`config.mk`:
```
export PLATFORM = sky130hd
export DESIGN_NAME = router_pkt_src_flat
export DESIGN_NICKNAME = d
export VERILOG_FILES = /design/src/rtl/router_pkt_src_if.sv /design/src/rtl/router_pkt_src.sv /design/src/flat_wrapper.sv
export SDC_FILE = /design/constraint.sdc
export NUM_CORES = 1
export LEC_CHECK = 0
export CAP_MARGIN = 10
export CORE_MARGIN = 8
export CORE_UTILIZATION = 60
export CTS_CLUSTER_SIZE = 40
export DETAILED_ROUTE_END_ITERATION = 10
export GPL_TIMING_DRIVEN = 0
export PLACE_DENSITY = 0.8
export SYNTH_ARGS = -nofsm -noshare
export SYNTH_HDL_FRONTEND = slang
export SYNTH_SLANG_ARGS = --single-unit
```
`constraint.sdc`:
```
create_clock -name clk -period 7.9 [get_ports clk]
set_input_delay 1.185 -clock clk [delete_from_list [all_inputs] [get_ports clk]]
set_output_delay 1.185 -clock clk [all_outputs]
set_load 0.005 [all_outputs]
```
`src/rtl/router_pkt_src_if.sv`:
```
// router_pkt_src_if: host/FIFO, command, status and router-side signals of the packet source
interface router_pkt_src_if #(
  parameter int FIFO_DEPTH = 64,
  parameter int CNT_W      = 16
);
  logic                          wr_en;
  logic [7:0]                    wr_data;
  logic                          fifo_full;
  logic [$clog2(FIFO_DEPTH):0]   fifo_count;
  logic                          start;
  logic [1:0]                    dest_addr;
  logic [5:0]                    pld_len;
  logic                          start_ack;
  logic                          cfg_err;
  logic                          busy;
  logic                          err;
  logic                          pkt_valid;
  logic [7:0]                    dout;
  logic                          tx_busy;
  logic                          done;
  logic                          pkt_err;
  logic [CNT_W-1:0]              pkt_cnt;
  modport master (
    output wr_en, wr_data, start, dest_addr, pld_len, busy, err,
    input  fifo_full, fifo_count, start_ack, cfg_err, pkt_valid, dout, tx_busy, done, pkt_err, pkt_cnt
  );
  modport slave (
    input  wr_en, wr_data, start, dest_addr, pld_len, busy, err,
    output fifo_full, fifo_count, start_ack, cfg_err, pkt_valid, dout, tx_busy, done, pkt_err, pkt_cnt
  );
endinterface

```
`src/rtl/router_pkt_src.sv`:
```
// router_pkt_src: buffers payload bytes and emits header/payload/parity packets to the router input port
module router_pkt_src #(
  parameter int FIFO_DEPTH = 64,
  parameter int GAP_CYCLES = 2,
  parameter int ERR_WIN    = 3,
  parameter int CNT_W      = 16
) (
  input  logic             clk,
  input  logic             rst_n,
  router_pkt_src_if.slave  bus
);
  localparam int AW = $clog2(FIFO_DEPTH);
  typedef enum logic [2:0] {IDLE, HDR, PLD, PAR, ECHK, GAP} state_t;
  state_t           state;
  logic [7:0]       mem [FIFO_DEPTH];
  logic [AW-1:0]    wptr, rptr;
  logic [AW:0]      count;
  logic [7:0]       head, par, dout_r;
  logic [5:0]       rem;
  logic [7:0]       ecnt, gcnt;
  logic [CNT_W-1:0] pkt_cnt_r;
  logic             push, pop, take, bad, eacc;
  logic             pkt_valid_r, start_ack_r, cfg_err_r, done_r, pkt_err_r;
  assign head           = mem[rptr];
  assign bus.fifo_full  = count == (AW+1)'(FIFO_DEPTH);
  assign bus.fifo_count = count;
  assign bus.tx_busy    = state != IDLE;
  assign bus.dout       = dout_r;
  assign bus.pkt_valid  = pkt_valid_r;
  assign bus.start_ack  = start_ack_r;
  assign bus.cfg_err    = cfg_err_r;
  assign bus.done       = done_r;
  assign bus.pkt_err    = pkt_err_r;
  assign bus.pkt_cnt    = pkt_cnt_r;
  assign push = bus.wr_en && !bus.fifo_full;
  assign take = (state == HDR || state == PLD || state == PAR) && !bus.busy;
  assign pop  = take && state != PAR && rem != 6'd0;
  assign bad  = bus.dest_addr == 2'd3 || bus.pld_len == 6'd0;
  // payload storage, no reset needed since occupancy is tracked by count
  always_ff @(posedge clk) begin
    if (push) mem[wptr] <= bus.wr_data;
  end
  // FIFO pointers and occupancy; a push while full is dropped
  always_ff @(posedge clk or negedge rst_n) begin
    if (!rst_n) begin
      wptr  <= '0;
      rptr  <= '0;
      count <= '0;
    end else begin
      if (push) wptr <= wptr + AW'(1);
      if (pop) rptr <= rptr + AW'(1);
      count <= count + (AW+1)'(push) - (AW+1)'(pop);
    end
  end
  // packet sequencer with registered router-side and status outputs
  always_ff @(posedge clk or negedge rst_n) begin
    if (!rst_n) begin
      state       <= IDLE;
      dout_r      <= '0;
      pkt_valid_r <= 1'b0;
      start_ack_r <= 1'b0;
      cfg_err_r   <= 1'b0;
      done_r      <= 1'b0;
      pkt_err_r   <= 1'b0;
      pkt_cnt_r   <= '0;
      par         <= '0;
      rem         <= '0;
      ecnt        <= '0;
      gcnt        <= '0;
      eacc        <= 1'b0;
    end else begin
      start_ack_r <= 1'b0;
      cfg_err_r   <= 1'b0;
      done_r      <= 1'b0;
      case (state)
        IDLE: if (bus.start) begin
          if (bad) cfg_err_r <= 1'b1;
          else if (count >= (AW+1)'(bus.pld_len)) begin
            start_ack_r <= 1'b1;
            dout_r      <= {bus.pld_len, bus.dest_addr};
            par         <= {bus.pld_len, bus.dest_addr};
            pkt_valid_r <= 1'b1;
            rem         <= bus.pld_len;
            state       <= HDR;
          end
        end
        HDR, PLD: if (take) begin
          if (rem != 6'd0) begin
            dout_r <= head;
            par    <= par ^ head;
            rem    <= rem - 6'd1;
            state  <= PLD;
          end else begin
            dout_r      <= par;
            pkt_valid_r <= 1'b0;
            state       <= PAR;
          end
        end
        PAR: if (take) begin
          dout_r <= '0;
          eacc   <= 1'b0;
          ecnt   <= '0;
          state  <= ECHK;
        end
        ECHK: begin
          eacc <= eacc | bus.err;
          ecnt <= ecnt + 8'd1;
          if (ecnt == 8'(ERR_WIN - 1)) begin
            done_r    <= 1'b1;
            pkt_err_r <= eacc | bus.err;
            pkt_cnt_r <= pkt_cnt_r + CNT_W'(1);
            gcnt      <= '0;
            state     <= GAP;
          end
        end
        GAP: begin
          gcnt <= gcnt + 8'd1;
          if (gcnt == 8'(GAP_CYCLES - 1)) state <= IDLE;
        end
        default: state <= IDLE;
      endcase
    end
  end
endmodule
```
`src/flat_wrapper.sv`:
```
// flat-port wrapper written by rule: the top's interface ports become plain ports
module router_pkt_src_flat 
#(
  parameter int FIFO_DEPTH = 64,
  parameter int GAP_CYCLES = 2,
  parameter int ERR_WIN    = 3,
  parameter int CNT_W      = 16
)
  (clk, rst_n, bus_wr_en, bus_wr_data, bus_start, bus_dest_addr, bus_pld_len, bus_busy, bus_err, bus_fifo_full, bus_fifo_count, bus_start_ack, bus_cfg_err, bus_pkt_valid, bus_dout, bus_tx_busy, bus_done, bus_pkt_err, bus_pkt_cnt);
  router_pkt_src_if #(.FIFO_DEPTH(FIFO_DEPTH), .CNT_W(CNT_W)) bus_i ();
  input  logic clk;
  input  logic rst_n;
  input wire logic [$bits(bus_i.wr_en)-1:0] bus_wr_en;
  input wire logic [$bits(bus_i.wr_data)-1:0] bus_wr_data;
  input wire logic [$bits(bus_i.start)-1:0] bus_start;
  input wire logic [$bits(bus_i.dest_addr)-1:0] bus_dest_addr;
  input wire logic [$bits(bus_i.pld_len)-1:0] bus_pld_len;
  input wire logic [$bits(bus_i.busy)-1:0] bus_busy;
  input wire logic [$bits(bus_i.err)-1:0] bus_err;
  output wire logic [$bits(bus_i.fifo_full)-1:0] bus_fifo_full;
  output wire logic [$bits(bus_i.fifo_count)-1:0] bus_fifo_count;
  output wire logic [$bits(bus_i.start_ack)-1:0] bus_start_ack;
  output wire logic [$bits(bus_i.cfg_err)-1:0] bus_cfg_err;
  output wire logic [$bits(bus_i.pkt_valid)-1:0] bus_pkt_valid;
  output wire logic [$bits(bus_i.dout)-1:0] bus_dout;
  output wire logic [$bits(bus_i.tx_busy)-1:0] bus_tx_busy;
  output wire logic [$bits(bus_i.done)-1:0] bus_done;
  output wire logic [$bits(bus_i.pkt_err)-1:0] bus_pkt_err;
  output wire logic [$bits(bus_i.pkt_cnt)-1:0] bus_pkt_cnt;
  assign bus_i.wr_en = bus_wr_en;
  assign bus_i.wr_data = bus_wr_data;
  assign bus_i.start = bus_start;
  assign bus_i.dest_addr = bus_dest_addr;
  assign bus_i.pld_len = bus_pld_len;
  assign bus_i.busy = bus_busy;
  assign bus_i.err = bus_err;
  assign bus_fifo_full = bus_i.fifo_full;
  assign bus_fifo_count = bus_i.fifo_count;
  assign bus_start_ack = bus_i.start_ack;
  assign bus_cfg_err = bus_i.cfg_err;
  assign bus_pkt_valid = bus_i.pkt_valid;
  assign bus_dout = bus_i.dout;
  assign bus_tx_busy = bus_i.tx_busy;
  assign bus_done = bus_i.done;
  assign bus_pkt_err = bus_i.pkt_err;
  assign bus_pkt_cnt = bus_i.pkt_cnt;
  router_pkt_src #(.FIFO_DEPTH(FIFO_DEPTH), .GAP_CYCLES(GAP_CYCLES), .ERR_WIN(ERR_WIN), .CNT_W(CNT_W)) u_core (.clk(clk), .rst_n(rst_n), .bus(bus_i));
endmodule
```
==> impl_metrics.tcl, run 1 <==
set metrics [dict create \
    status "finished clean" \
    synth-xor-area-share_pct 1.39 \
    cts-root-buf "clkbuf_16" \
    r2r_setup_slack_ps 4220 \
    ctsHoldBuffers 0 \
    synth_area_um2 24600 \
    filler_cell_count 2651 \
    coreArea_um2 40600 \
    skew_ps 12.8 \
    pin_count 60 \
    cpPeakStageDelay_ps 670 \
    pwr-share-seq_pct 37.5 \
    place.gp.congestion 0.902 \
    power.leakage_nw 9.77 \
    synth_top_family_by_area "multiplexers" \
    synth_edf_count 512 \
    placed_cells 2103 \
    hpwl_mm 40.2 \
    synthAdderAreaFrac_pct 1.25 \
    power_frac_comb_pct 35.4 \
    first_global_vias 14500 \
    critPathCaptureType "flip-flop" \
    cts_buffer_depth 3 \
    ir_drop_v 0.000201 \
    yosys.area_share.simple_pct 5.51 \
    synthCells 1503 \
    insertion_delay_ps 620 \
    multi_input_area_um2 6560 \
    die_w_um 219 \
    async_flop_share_pct 13.8 \
    p_int_mw 6.66 \
    clockPowerShare_pct 27.1 \
    ant_nets 0 \
    viasPerCell 6.58 \
    firstDrtPassIters 6 \
    grt_max_degree 63 \
    synth_cell_types 75 \
    finalCritPeriodShare_pct 51.5 \
    cts_sinks 594 \
    grt_pass1_wl_mm 89.5 \
    reg2reg_depth 16 \
    power.switching_mw 3.52 \
    num_vias 14500 \
    crit_chain "clkdlybuf4s50_1 -> clkbuf_1 -> nor3_1 -> buf_2 -> ha_1 -> inv_1 -> ha_1 -> fa_1 -> a21oi_1 -> nor2_1 -> o21ai_0 -> a21oi_1 -> nor2_1 -> xnor2_1" \
    synth_seq_cells 594 \
    layout-drive-gt1-share_pct 14.0 \
    cp.required_ps 8430 \
    yosys-mux-area-fraction_pct 11.4 \
    swShare_pct 34.6 \
    max_freq_ghz 0.246 \
    ys.flop_type "edfxtp_1" \
    globalRouteTotalUtil_pct 25.2 \
    tightest_slew_ps 1000 \
    routed_wl_mm 60.7 \
    die_h_um 219 \
    final_nets 1676 \
    grt.overflow.total 0 \
    cts_resized 0 \
    synth_compound_area_share_pct 7.12 \
    syn_nets 1549 \
    post-route-min-period_ps 4060 \
    drc 0 \
    portBuffers 59 \
    powerDensity_nw_per_um2 365 \
    max_cap_viol_count 0 \
    antenna_found_initial 0 \
    cts_tree "done" \
    wl_per_cell_um 27.5 \
    area_growth_pct 13.4 \
    max-slew-margin-rel_pct 33.0 \
    stdcell_count 2210 \
    hold_violations 0 \
    crit_arrival_ps 4590 \
    hp-class "reg2reg" \
    setup-violations-final 0 \
    drtIter0Drc 2024 \
    r2r_end "u_core.bus.fifo_count[6]" \
    cp_slowest_cell "nor3_1" \
    endpoint "u_core.bus.fifo_count[6]" \
    yosys_warnings 0 \
    slew_violations 0 \
    startpoint "bus_busy" \
    crit_type "in2reg" \
    crit_fanout 10 \
    num_antenna_cells 0 \
    clk_pin_slew_ps 60 \
    initial_core_util_pct 60.6 \
    register_area_um2 17400 \
    rows 74 \
    r2r-start "u_core.rem[0]" \
    syn_avg_cell_area_um2 16.4 \
    seq_area_frac_synth_pct 70.8 \
    rsz0062_at_grt "no" \
    htree_levels 2 \
    die-area_um2 47800 \
    setup_tns_ps 0 \
    post_cts_buffers 0 \
    cts-buffers-inserted 57 \
    worstSetupStartpointType "input port" \
]
[per-stage QoR]
| stage | utilization [%] | area [um^2] | setup slack, ps | power [mW] | hold WS [ps] |
|---|---|---|---|---|---|
| 3_3_place_gp | 63.7 | 25900 | 2610 | 7.26 | 460 |
| 5_1_grt | 68.7 | 27900 | 3620 | 10.5 | 506 |
| 6_report | 68.7 | 27900 | 3840 | 10.2 | 480 |
| 2_1_floorplan | - | 24600 | 4430 | 6.17 | 449 |
| 4_1_cts | 68.7 | 27900 | 3940 | 10.1 | 486 |
| 3_5_place_dp | 64.0 | 26000 | 3320 | 7.38 | 467 |
[area by class of cell]
class / count / share of cell area (%)
Sequential cell: 594 / 62.4
Clock buffer: 72 / 5.47
Tap cell: 532 / 2.38
Multi-Input combinational cell: 803 / 23.5
Clock inverter: 35 / 1.29
Inverter: 27 / 0.363
Timing Repair Buffer: 68 / 2.64
Buffer: 79 / 1.93
[cell usage after synthesis, types with 7 or more instances]
cell,count,area share [%]
a211oi_1,10,0.30
a21oi_1,61,1.2
a221oi_1,19,0.68
a22oi_1,34,1.0
and2_1,10,0.25
and3_1,10,0.25
buf_2,20,0.41
buf_4,12,0.37
buf_6,8,0.37
clkbuf_1,26,0.40
dfrtp_1,82,8.3
edfxtp_1,512,62
ha_1,23,1.2
inv_1,25,0.38
mux2i_1,142,5.8
mux4_2,58,5.3
nand2_1,67,1.0
nand3_1,33,0.67
nand4_1,11,0.28
nor2_1,108,1.6
nor2b_1,9,0.23
nor3_1,15,0.30
o21ai_0,30,0.61
o221ai_1,28,1.0
o22a_1,7,0.25
xnor2_1,23,0.82
xor2_1,16,0.57
[worst max-delay path, delay by kind of cell]
family	cells	cell delay [ps]
adder cells (fa/ha/maj)	3	830
AO/OA/AOI/OAI	3	390
AND/OR/NAND/NOR	3	870
buffers and inverters	4	1180
XOR/XNOR	1	140
[registers in the layout (all words and copies together) (netlist names)]
register,count
u_core.bus.pkt_err,1
u_core.bus.fifo_count,7
u_core.ecnt,8
u_core.bus.pkt_valid,1
u_core.eacc,1
u_core.bus.cfg_err,1
u_core.rptr,6
u_core.wptr,6
u_core.state,3
u_core.mem,512
u_core.rem,6
u_core.gcnt,8
u_core.par,8
u_core.bus.start_ack,1
u_core.bus.pkt_cnt,16
u_core.bus.dout,8
u_core.bus.done,1
[placed cells by master (no fill, tap or decap), drive strengths merged, types with 9 or more instances in the layout]
cell	netlist	layout
edfxtp	512	512
mux2i	142	142
nor2	108	108
clkbuf	27	99
dfrtp	82	82
buf	51	69
nand2	67	67
a21oi	62	62
mux4	60	60
clkdlybuf4s50	0	50
a22oi	39	39
o21ai	35	35
nand3	34	34
o221ai	28	28
clkinv	1	27
inv	26	26
xnor2	23	23
ha	23	23
a221oi	22	22
xor2	16	16
nor3	15	15
nand4	11	11
and2	11	11
a211oi	11	11
and3	10	10
nor2b	9	9
[logic make-up after synthesis]
kind of cell,count (synthesis)
XOR/XNOR,39
flip-flops,594
adder cells (fa/ha/maj),24
buffers and inverters,106
AO/OA/AOI/OAI,245
multiplexers,204
AND/OR/NAND/NOR,291
[how the worst min path moves through the flow]
stage	start	to	slack [ps]	cells past startpoint
2_1_floorplan	u_core.gcnt[7]	u_core.gcnt[7]	450	1
3_3_place_gp	u_core.par[6]	u_core.par[6]	460	1
3_5_place_dp	u_core.bus.pkt_cnt[15]	u_core.bus.pkt_cnt[15]	470	1
4_1_cts	u_core.par[6]	u_core.par[6]	490	1
5_1_grt	u_core.bus.pkt_cnt[15]	u_core.bus.pkt_cnt[15]	510	1
6_report	u_core.bus.pkt_cnt[15]	u_core.bus.pkt_cnt[15]	480	1
[power by group through the flow]
| stage | logic, mW | registers, mW | clock network [mW] |
|---|---|---|---|
| 6_report | 3.60 | 3.82 | 2.76 |
| 5_1_grt | 3.78 | 3.84 | 2.89 |
| 4_1_cts | 3.54 | 3.82 | 2.77 |
| 3_5_place_dp | 3.50 | 3.88 | 0 |
| 3_3_place_gp | 3.39 | 3.87 | 0 |
| 2_1_floorplan | 2.34 | 3.84 | 0 |
[metal layers]
layer | vias to the layer above | track usage [%] | part of all wire, %
met5 | - | 0 | 0
met4 | 0 | 9.83 | 4.0
met3 | 173 | 6.94 | 11
met2 | 900 | 40.4 | 48
met1 | 7307 | 32.6 | 37
li1 | 6166 | - | -
(Power assumes the default switching activity.)
==> run 2: changes to the inputs <==
Clock period 7.9 ns to 4.2 ns, I/O delays scaled along.
==> impl_metrics.tcl, run 2 (synthesis gave the netlist of run 1 again) <==
set metrics [dict create \
    status "finished clean" \
    r2r_setup_slack_ps 480 \
    place.gp.congestion 0.902 \
    regMostFlops "u_core.mem" \
    coreArea_um2 40600 \
    die_h_um 219 \
    slew_violations 0 \
    wl_per_cell_um 27.5 \
    ant_nets 0 \
    insertion_delay_ps 610 \
    p_total_mw 19.1 \
    max_cap_viol_count 0 \
    rsz0062_at_grt "no" \
    area_growth_pct 13.4 \
    mostFrequentLayoutCells "edfxtp_1, mux2i_1, nor2_1" \
    setup_ws_ps 478 \
    final_nets 1677 \
    filler_cell_count 2650 \
    post_cts_buffers 0 \
    cp.required_ps 4730 \
    final_common_cell "edfxtp_1" \
    whs_ps 275 \
    grt.overflow.total 0 \
    pin_count 60 \
    finalCritPeriodShare_pct 88.6 \
    ir_drop_v 0.000378 \
    first_global_vias 14500 \
    max_freq_ghz 0.269 \
    clk_pin_slew_ps 60 \
    critPathCaptureType "flip-flop" \
    cts_buffer_depth 3 \
    ctsHoldBuffers 1 \
    grt_max_degree 63 \
    layout-drive-gt1-share_pct 14.0 \
    htree_levels 2 \
    globalRouteTotalUtil_pct 25.2 \
    die_w_um 219 \
    cts_resized 0 \
    hpwl_mm 40.2 \
    num_antenna_cells 0 \
    place_worst_setup_slack_ps 172 \
    crit_type "reg2reg" \
    cts_sinks 594 \
    drtIter0Drc 1972 \
    hold_violations 0 \
    skew_ps 13.0 \
    crit_arrival_ps 4250 \
    tightest_slew_ps 974 \
    worstSetupStartpointType "flip-flop" \
    antenna_found_initial 0 \
    hp-class "in2reg" \
    placed_cells 2103 \
    drc 0 \
    stdcell_count 2211 \
    cts-root-buf "clkbuf_16" \
    initial_core_util_pct 60.6 \
    cts-buffers-inserted 57 \
    firstDrtPassIters 7 \
    rows 74 \
    portBuffers 59 \
    routed_wl_mm 60.8 \
    crit_fanout 10 \
    power.leakage_nw 9.77 \
    cts_tree "done" \
    num_vias 14500 \
    largest_register_ffs 512 \
    die-area_um2 47800 \
    max-slew-margin-rel_pct 34.5 \
    grt_pass1_wl_mm 89.6 \
    post-route-min-period_ps 3720 \
    setup-violations-final 0 \
    powerDensity_nw_per_um2 686 \
    viasPerCell 6.57 \
]
run 2: cell types whose count changed in the layout (fill, tap and decap cells not counted):
cell	previous run	this run
dlygate4sd3_1	0	1
run 2: path summary, 6_finish.rpt:
check / from / end / depth (start not counted)
setup reg to reg: u_core.rem[0] / u_core.bus.fifo_count[6] / 16
hold reg to reg: u_core.bus.pkt_cnt[15] / u_core.bus.pkt_cnt[15] / 1
min in group asynchronous: rst_n / u_core.bus.fifo_count[2] / 2
hold / removal: bus_wr_data[1] / u_core.mem[59][1] / 1
max in group asynchronous: rst_n / u_core.bus.pkt_cnt[7] / 3
setup / recovery: u_core.rem[0] / u_core.bus.fifo_count[6] / 16
run 2: stage by stage:
step / utilization (%) / cell area [um^2] / TNS (ps)
final: 68.7 / 27900 / 0
after floorplan: - / 24600 / 0
after CTS: 68.7 / 27900 / 0
after detailed placement: 64.0 / 26000 / 0
after global routing: 68.7 / 27900 / 0
after global placement: 63.7 / 25900 / -43330
run 2: critical path: stages (launching register included):
cell,delay (ps)
dfrtp_1,420
inv_1,70
ha_1,170
nand2b_1,130
nor4_1,540
nor3_1,280
buf_2,300
ha_1,310
inv_1,30
ha_1,220
fa_1,440
a21oi_1,140
nor2_1,70
o21ai_0,160
a21oi_1,90
nor2_1,130
xnor2_1,140
run 2: final cells by class:
| type | instances | area [um^2] | area share, % |
|---|---|---|---|
| clock buffers | 72 | 1530 | 5.47 |
| well taps | 532 | 666 | 2.38 |
| clock inverters | 35 | 359 | 1.29 |
| repair buffers | 69 | 746 | 2.67 |
| flip-flops and latches | 594 | 17400 | 62.4 |
| plain buffers | 79 | 539 | 1.93 |
| multi-input cells | 803 | 6560 | 23.5 |
| inverters | 27 | 101 | 0.363 |
run 2: metal layers:
layer  wire length (um)  GRT usage [%]  vias up
li1                   -              -     6170
met1              22500           32.6     7257
met2              29100           40.4      919
met3               6760           6.95      176
met4               2420           9.83        0
met5                  0              0        -
run 2: where the power goes:
| group | leakage, nW | total, mW | switching [mW] | internal (mW) |
|---|---|---|---|---|
| Sequential | 5.64 | 7.19 | 0.308 | 6.88 |
| Combinational | 3.20 | 6.77 | 4.12 | 2.65 |
| Clock | 0.930 | 5.19 | 2.19 | 3.00 |
| Total | 9.77 | 19.1 | 6.61 | 12.5 |
==> edit 1: new RTL, flow settings as in run 2 <==
`CNT_W` is set to 16 in 3 places; all go to 14.
--- a/src/rtl/router_pkt_src_if.sv
+++ b/src/rtl/router_pkt_src_if.sv
@@ -3,3 +3,3 @@
   parameter int FIFO_DEPTH = 64,
-  parameter int CNT_W      = 16
+  parameter int CNT_W      = 14
 );
--- a/src/rtl/router_pkt_src.sv
+++ b/src/rtl/router_pkt_src.sv
@@ -5,3 +5,3 @@
   parameter int ERR_WIN    = 3,
-  parameter int CNT_W      = 16
+  parameter int CNT_W      = 14
 ) (
--- a/src/flat_wrapper.sv
+++ b/src/flat_wrapper.sv
@@ -6,3 +6,3 @@
   parameter int ERR_WIN    = 3,
-  parameter int CNT_W      = 16
+  parameter int CNT_W      = 14
 )
Interface: changed (resized bus_pkt_cnt); port bits go from 60 to 58. No check against the original RTL was run, so the function may have changed too.
==> edit 1 against run 2 <==
  * Count of clock-buffer cells in the layout down 4
  * Combinational power is 4.9% higher
  * Setup slack got worse by 230 ps
  * Cell area rose by 0.36%
  * Global-route usage rose by 1.3 points
  * Maximum frequency fell by 5.9%
  * Power rose by 1.8%
  * Sequential cell count down 2
  * Final cell count shrank 0.50%
  * Critical endpoint unchanged
  * Routed wire length up 4.6%
  * Sequential power about the same
  * Critical path type unchanged
  * Synthesized area increased by 0.61%
==> edit 1: results (changes against run 2) <==
| Metric | Value |
|---|---|
| Crit path DAT | `4490 ps (was 4250 ps)` |
| DR vias/cell | `6.87 (was 6.57)` |
| Synth cell types | `72 (was 75)` |
| Placed cells | `2,098 (was 2,103)` |
| DR pass1 iterations | `6 (was 7)` |
| Max IR drop VDD | `0.375 mV (was 0.378 mV)` |
| Final HPWL DP | `40.9 mm (was 40.2 mm)` |
| Biggest register | `u_core.mem (unchanged)` |
| Slowest-stage cell, CP | `nor4_1 (unchanged)` |
| Hold Crit Start | `bus_wr_data[5] (was bus_wr_data[1])` |
| Post-synthesis sequential area ratio | `0.701 (was 0.708)` |
| Layout cell share with drive strength beyond 1 | `0.132 (was 0.140)` |
| Initial DRC count | `2,303 (was 1,972)` |
| WL per Instance | `28.9 µm (was 27.5 µm)` |
| Largest cells by area after synthesis | `edfxtp_1, dfrtp_1, mux4_2, mux2i_1, mux4_1 (was edfxtp_1, dfrtp_1, mux2i_1, mux4_2, nor2_1)` |
| Max incr delay on CP | `930 ps (was 540 ps)` |
| Tot GR Track Use | `0.265 (was 0.252)` |
| Pre-CTS setup slack | `223 ps (was 172 ps)` |
| Max_slew headroom | `0.189 (was 0.345)` |
| Filler Cell Count | `2,559 (was 2,650)` |
| Worst-path clk slew | `roughly 70 ps` |
| Global-route wire length before repair | `94.4 mm (was 89.6 mm)` |
| Port-buffer cells | `56 (was 59)` |
| Sw Ratio | `0.354 (was 0.345)` |
| Clk_skew | `24.4 ps (was 13.0 ps)` |
| Status | `completed (unchanged)` |
| Leakage | `9.78 nW (was 9.77 nW)` |
| Asr flop ratio synth | `0.135 (was 0.138)` |
| Num CTS Buffers | `56 (was 57)` |
| Post-Layout Cell Count | `2,200 (was 2,211)` |
| Placer Congestion | `0.912 (was 0.902)` |
| Largest net degree at the start of global routing | `69 (was 63)` |
| Synth cell count leaders | `edfxtp_1, nor2_1, mux2i_1 (was edfxtp_1, mux2i_1, nor2_1)` |
| # nets final | `1,671 (was 1,677)` |
| Skew-Pair Late Insertion Delay | `630 ps (was 610 ps)` |
| N_diodes | `0 (unchanged)` |
| Vias in the first global route | `14,900 (was 14,500)` |
| Cells after Synth | `1,501 (was 1,503)` |
==> edit 1: cell count changes in the layout (fill, tap and decap cells not counted), sizes merged, moves of 13 or more <==
cell / before / now
mux2i: 142 / 102
a22oi: 39 / 9
o22ai: 0 / 25
mux4: 60 / 80
a21oi: 62 / 49
==> edit 1: final timing paths <==
path                            slack [ps]  cells past startpoint                        to
worst min register to register         480                      1            u_core.gcnt[7]
worst max-delay path                   240                     15  u_core.bus.fifo_count[6]
max in group asynchronous             3170                      3     u_core.bus.pkt_cnt[6]
worst max register to register         240                     15  u_core.bus.fifo_count[6]
worst min-delay path                   290                      1         u_core.mem[52][5]
min in group asynchronous              410                      2             u_core.par[4]
==> edit 1: stage by stage <==
step | TNS (ps) | util | area, µm²
detailed placement | 0 | 0.641 | 26200
floorplan | 0 | - | 24800
CTS | 0 | 0.686 | 28000
global placement | -43230 | 0.637 | 26000
finish | 0 | 0.686 | 28000
global route | 0 | 0.686 | 28000
==> edit 1: logic make-up after synthesis <==
logic type	after synthesis	synth area share
flops	592	0.701
simple gates	306	0.0580
compound gates	253	0.0711
mux	183	0.117
buf+inv	107	0.0271
xor+xnor	36	0.0127
fa+ha+maj	24	0.0124
==> edit 1: cell type report <==
cell class / instances / area, µm² / share of cell area
sequential: 592 / 17400 / 0.620
multi-input combinational: 802 / 6730 / 0.240
clock buffer: 68 / 1470 / 0.0524
timing repair buffer: 66 / 723 / 0.0258
tap: 532 / 666 / 0.0237
buffer: 76 / 554 / 0.0198
clock inverter: 33 / 393 / 0.0140
inverter: 31 / 116 / 0.00415
==> edit 1: power groups by stage <==
stage,clock network (mW),registers [mW],logic (mW)
6_report,5.20,7.19,7.10
5_1_grt,5.43,7.24,7.42
4_1_cts,5.20,7.18,6.92
3_5_place_dp,0,7.30,6.83
3_3_place_gp,0,7.28,6.64
2_1_floorplan,0,7.21,4.51
==> edit 1: per-layer routing <==
metal | vias to the layer above | routed length [µm] | track usage
li1 | 6211 | - | -
met4 | 0 | 2940 | 0.114
met3 | 198 | 7600 | 0.0602
met2 | 1198 | 29600 | 0.418
met1 | 7499 | 23500 | 0.355
met5 | - | 0 | 0
==> edit 1: critical path: cells and delay by family (launching register included) <==
| kind | cells | cell delay (ps) |
|---|---|---|
| AOI/OAI and AO/OA | 3 | 420 |
| and+or+nand+nor | 5 | 1600 |
| adders and majority gates | 4 | 1200 |
| buffers and inverters | 2 | 110 |
| xor gates and xnor gates | 1 | 140 |
| DFF | 1 | 410 |
==> edit 2: new RTL, flow settings as in run 2 <==
Made on the original files. Compare `ecnt` against `8'(ERR_WIN - 1)` with >= in place of ==.
--- a/src/rtl/router_pkt_src.sv
+++ b/src/rtl/router_pkt_src.sv
@@ -107,3 +107,3 @@
           ecnt <= ecnt + 8'd1;
-          if (ecnt == 8'(ERR_WIN - 1)) begin
+          if (ecnt >= 8'(ERR_WIN - 1)) begin
             done_r    <= 1'b1;
Behaviour: no difference found for any inputs over 4 cycles, from zero or initial values and one cycle with rst_n low; that may be too few to reach the edited logic, so the function may still have changed.
==> edit 2 against run 2 <==
  * Setup slack better by 29 ps
  * Sequential cell count is the same
  * Power grew 2.0%
  * Routed wire length down 1.0%
  * Final cell count fell by 2.2%
  * Non-clock buffer count is 2 lower
  * Cell area is essentially flat
  * Synthesized area decreased by 0.43%
  * Critical endpoint is now u_core.mem[23][5]
  * Largest cell class unchanged
  * Largest power group unchanged
==> edit 2: results (changes against run 2) <==
| Metric | Value |
|---|---|
| Hold Crit Start | `bus_wr_data[4] (was bus_wr_data[1])` |
| Max incr delay on CP | `1020 ps (was 540 ps)` |
| WL per Instance | `27.8 µm (was 27.5 µm)` |
| Pre-CTS setup slack | `399 ps (was 172 ps)` |
| Status | `completed (unchanged)` |
| Slowest-stage cell, CP | `nor2_1 (was nor4_1)` |
| Syn nets | `1,497 (was 1,549)` |
| Synth cell count leaders | `edfxtp_1, nor2_1, mux2i_1 (was edfxtp_1, mux2i_1, nor2_1)` |
| WHS Endpoint | `u_core.mem[5][4] (was u_core.mem[59][1])` |
| Num CTS Buffers | `58 (was 57)` |
| Placer Congestion | `0.902 (about the same)` |
| Vias in the first global route | `14,200 (was 14,500)` |
| Crit path DAT | `3930 ps (was 4250 ps)` |
| Placed cells | `2,051 (was 2,103)` |
| Largest net degree at the start of global routing | `70 (was 63)` |
| Flop2flop setup slack | `510 ps (was 480 ps)` |
| Initial DRC count | `1,890 (was 1,972)` |
| DR vias/cell | `6.66 (was 6.57)` |
| Largest cells by area after synthesis | `edfxtp_1, dfrtp_1, mux4_2, mux2i_1, nor2_1 (was edfxtp_1, dfrtp_1, mux2i_1, mux4_2, nor2_1)` |
| Post-synthesis sequential area ratio | `0.711 (was 0.708)` |
| Synth cell types | `71 (was 75)` |
| Syn Area/Cell | `16.9 µm² (was 16.4 µm²)` |
| Clk_skew | `28.2 ps (was 13.0 ps)` |
| Skew-Pair Late Insertion Delay | `630 ps (was 610 ps)` |
| # nets final | `1,627 (was 1,677)` |
| Longest Clk Path Bufs | `3 (unchanged)` |
| Post-DP Area | `25,900 µm² (was 26,000 µm²)` |
| Final HPWL DP | `39.3 mm (was 40.2 mm)` |
| DR pass1 iterations | `6 (was 7)` |
| Critical R2R Capture | `u_core.mem[23][5] (was u_core.bus.fifo_count[6])` |
| Layout cell share with drive strength beyond 1 | `0.156 (was 0.140)` |
| Total wire length | `60.2 mm (was 60.8 mm)` |
| Tightest Pin Transition | `1080 ps (was 974 ps)` |
| R2R depth | `8 (was 16)` |
| Leakage | `9.62 nW (was 9.77 nW)` |
| Tot GR Track Use | `0.252 (about the same)` |
| Worst-path clk slew | `60 ps (about the same)` |
| N_diodes | `0 (unchanged)` |
| Global-route wire length before repair | `89.0 mm (was 89.6 mm)` |
| Max IR drop VDD | `0.434 mV (was 0.378 mV)` |
[edit 2: cell count changes in the layout (fill, tap and decap cells not counted), sizes merged, moves of 8 or more]
cell	before	now
a22oi	39	19
mux2	2	15
nor2	108	126
o22ai	0	12
o221ai	28	14
clkbuf	99	108
nor3	15	7
a21oi	62	34
buf	69	57
mux2i	142	84
mux4	60	82
[edit 2: worst max-delay path by stage]
stage	from	end	slack, ps
after global placement	rst_n	u_core.bus.pkt_cnt[5]	-570
after floorplan	u_core.rem[0]	u_core.bus.fifo_count[6]	1120
after CTS	u_core.rptr[3]	u_core.par[7]	550
after global routing	u_core.bus.fifo_count[2]	u_core.mem[23][4]	340
after detailed placement	bus_wr_en	u_core.mem[23][5]	400
final	u_core.bus.fifo_count[5]	u_core.mem[23][5]	510
[edit 2: final cells by class]
cell class,instances,area [µm²]
Sequential cell,594,17400
Fill cell,2532,12600
Multi-Input combinational cell,756,6470
Clock buffer,70,1520
Timing Repair Buffer,70,751
Tap cell,532,666
Buffer,76,537
Clock inverter,40,472
Inverter,25,93.8
[edit 2: through the flow]
step / TNS (ps) / hold WS (ps)
after floorplan: 0 / 334
after global placement: -45950 / 460
after detailed placement: 0 / 467
after CTS: 0 / 269
after global routing: 0 / 279
final: 0 / 298
[edit 2: kinds of logic after synthesis]
logic type,Yosys count,share of synthesized area
and+or+nand+nor,299,0.0571
adders and majority gates,25,0.0130
DFF,594,0.711
buffers and inverters,101,0.0257
muxes,181,0.117
xor gates and xnor gates,39,0.0139
AOI/OAI and AO/OA,212,0.0626
[edit 2: report_power, final]
| part | switching (mW) | internal (mW) |
|---|---|---|
| Combinational | 4.19 | 2.69 |
| Clock | 2.24 | 3.20 |
| Sequential | 0.322 | 6.89 |
| Total | 6.74 | 12.8 |
[edit 2: repair_timing]
action                                  4_1_cts  5_1_grt
resized for setup                             0        0
hold buffers                                  1        0
endpoints found under the hold margin        13        0
endpoints found under the setup margin        0        0
[edit 2: per-layer routing]
layer	GRT usage	vias up	share of wire
li1	-	6018	-
met1	0.329	7233	0.37
met2	0.402	991	0.48
met3	0.0738	168	0.12
met4	0.0907	0	0.035
met5	0	-	0
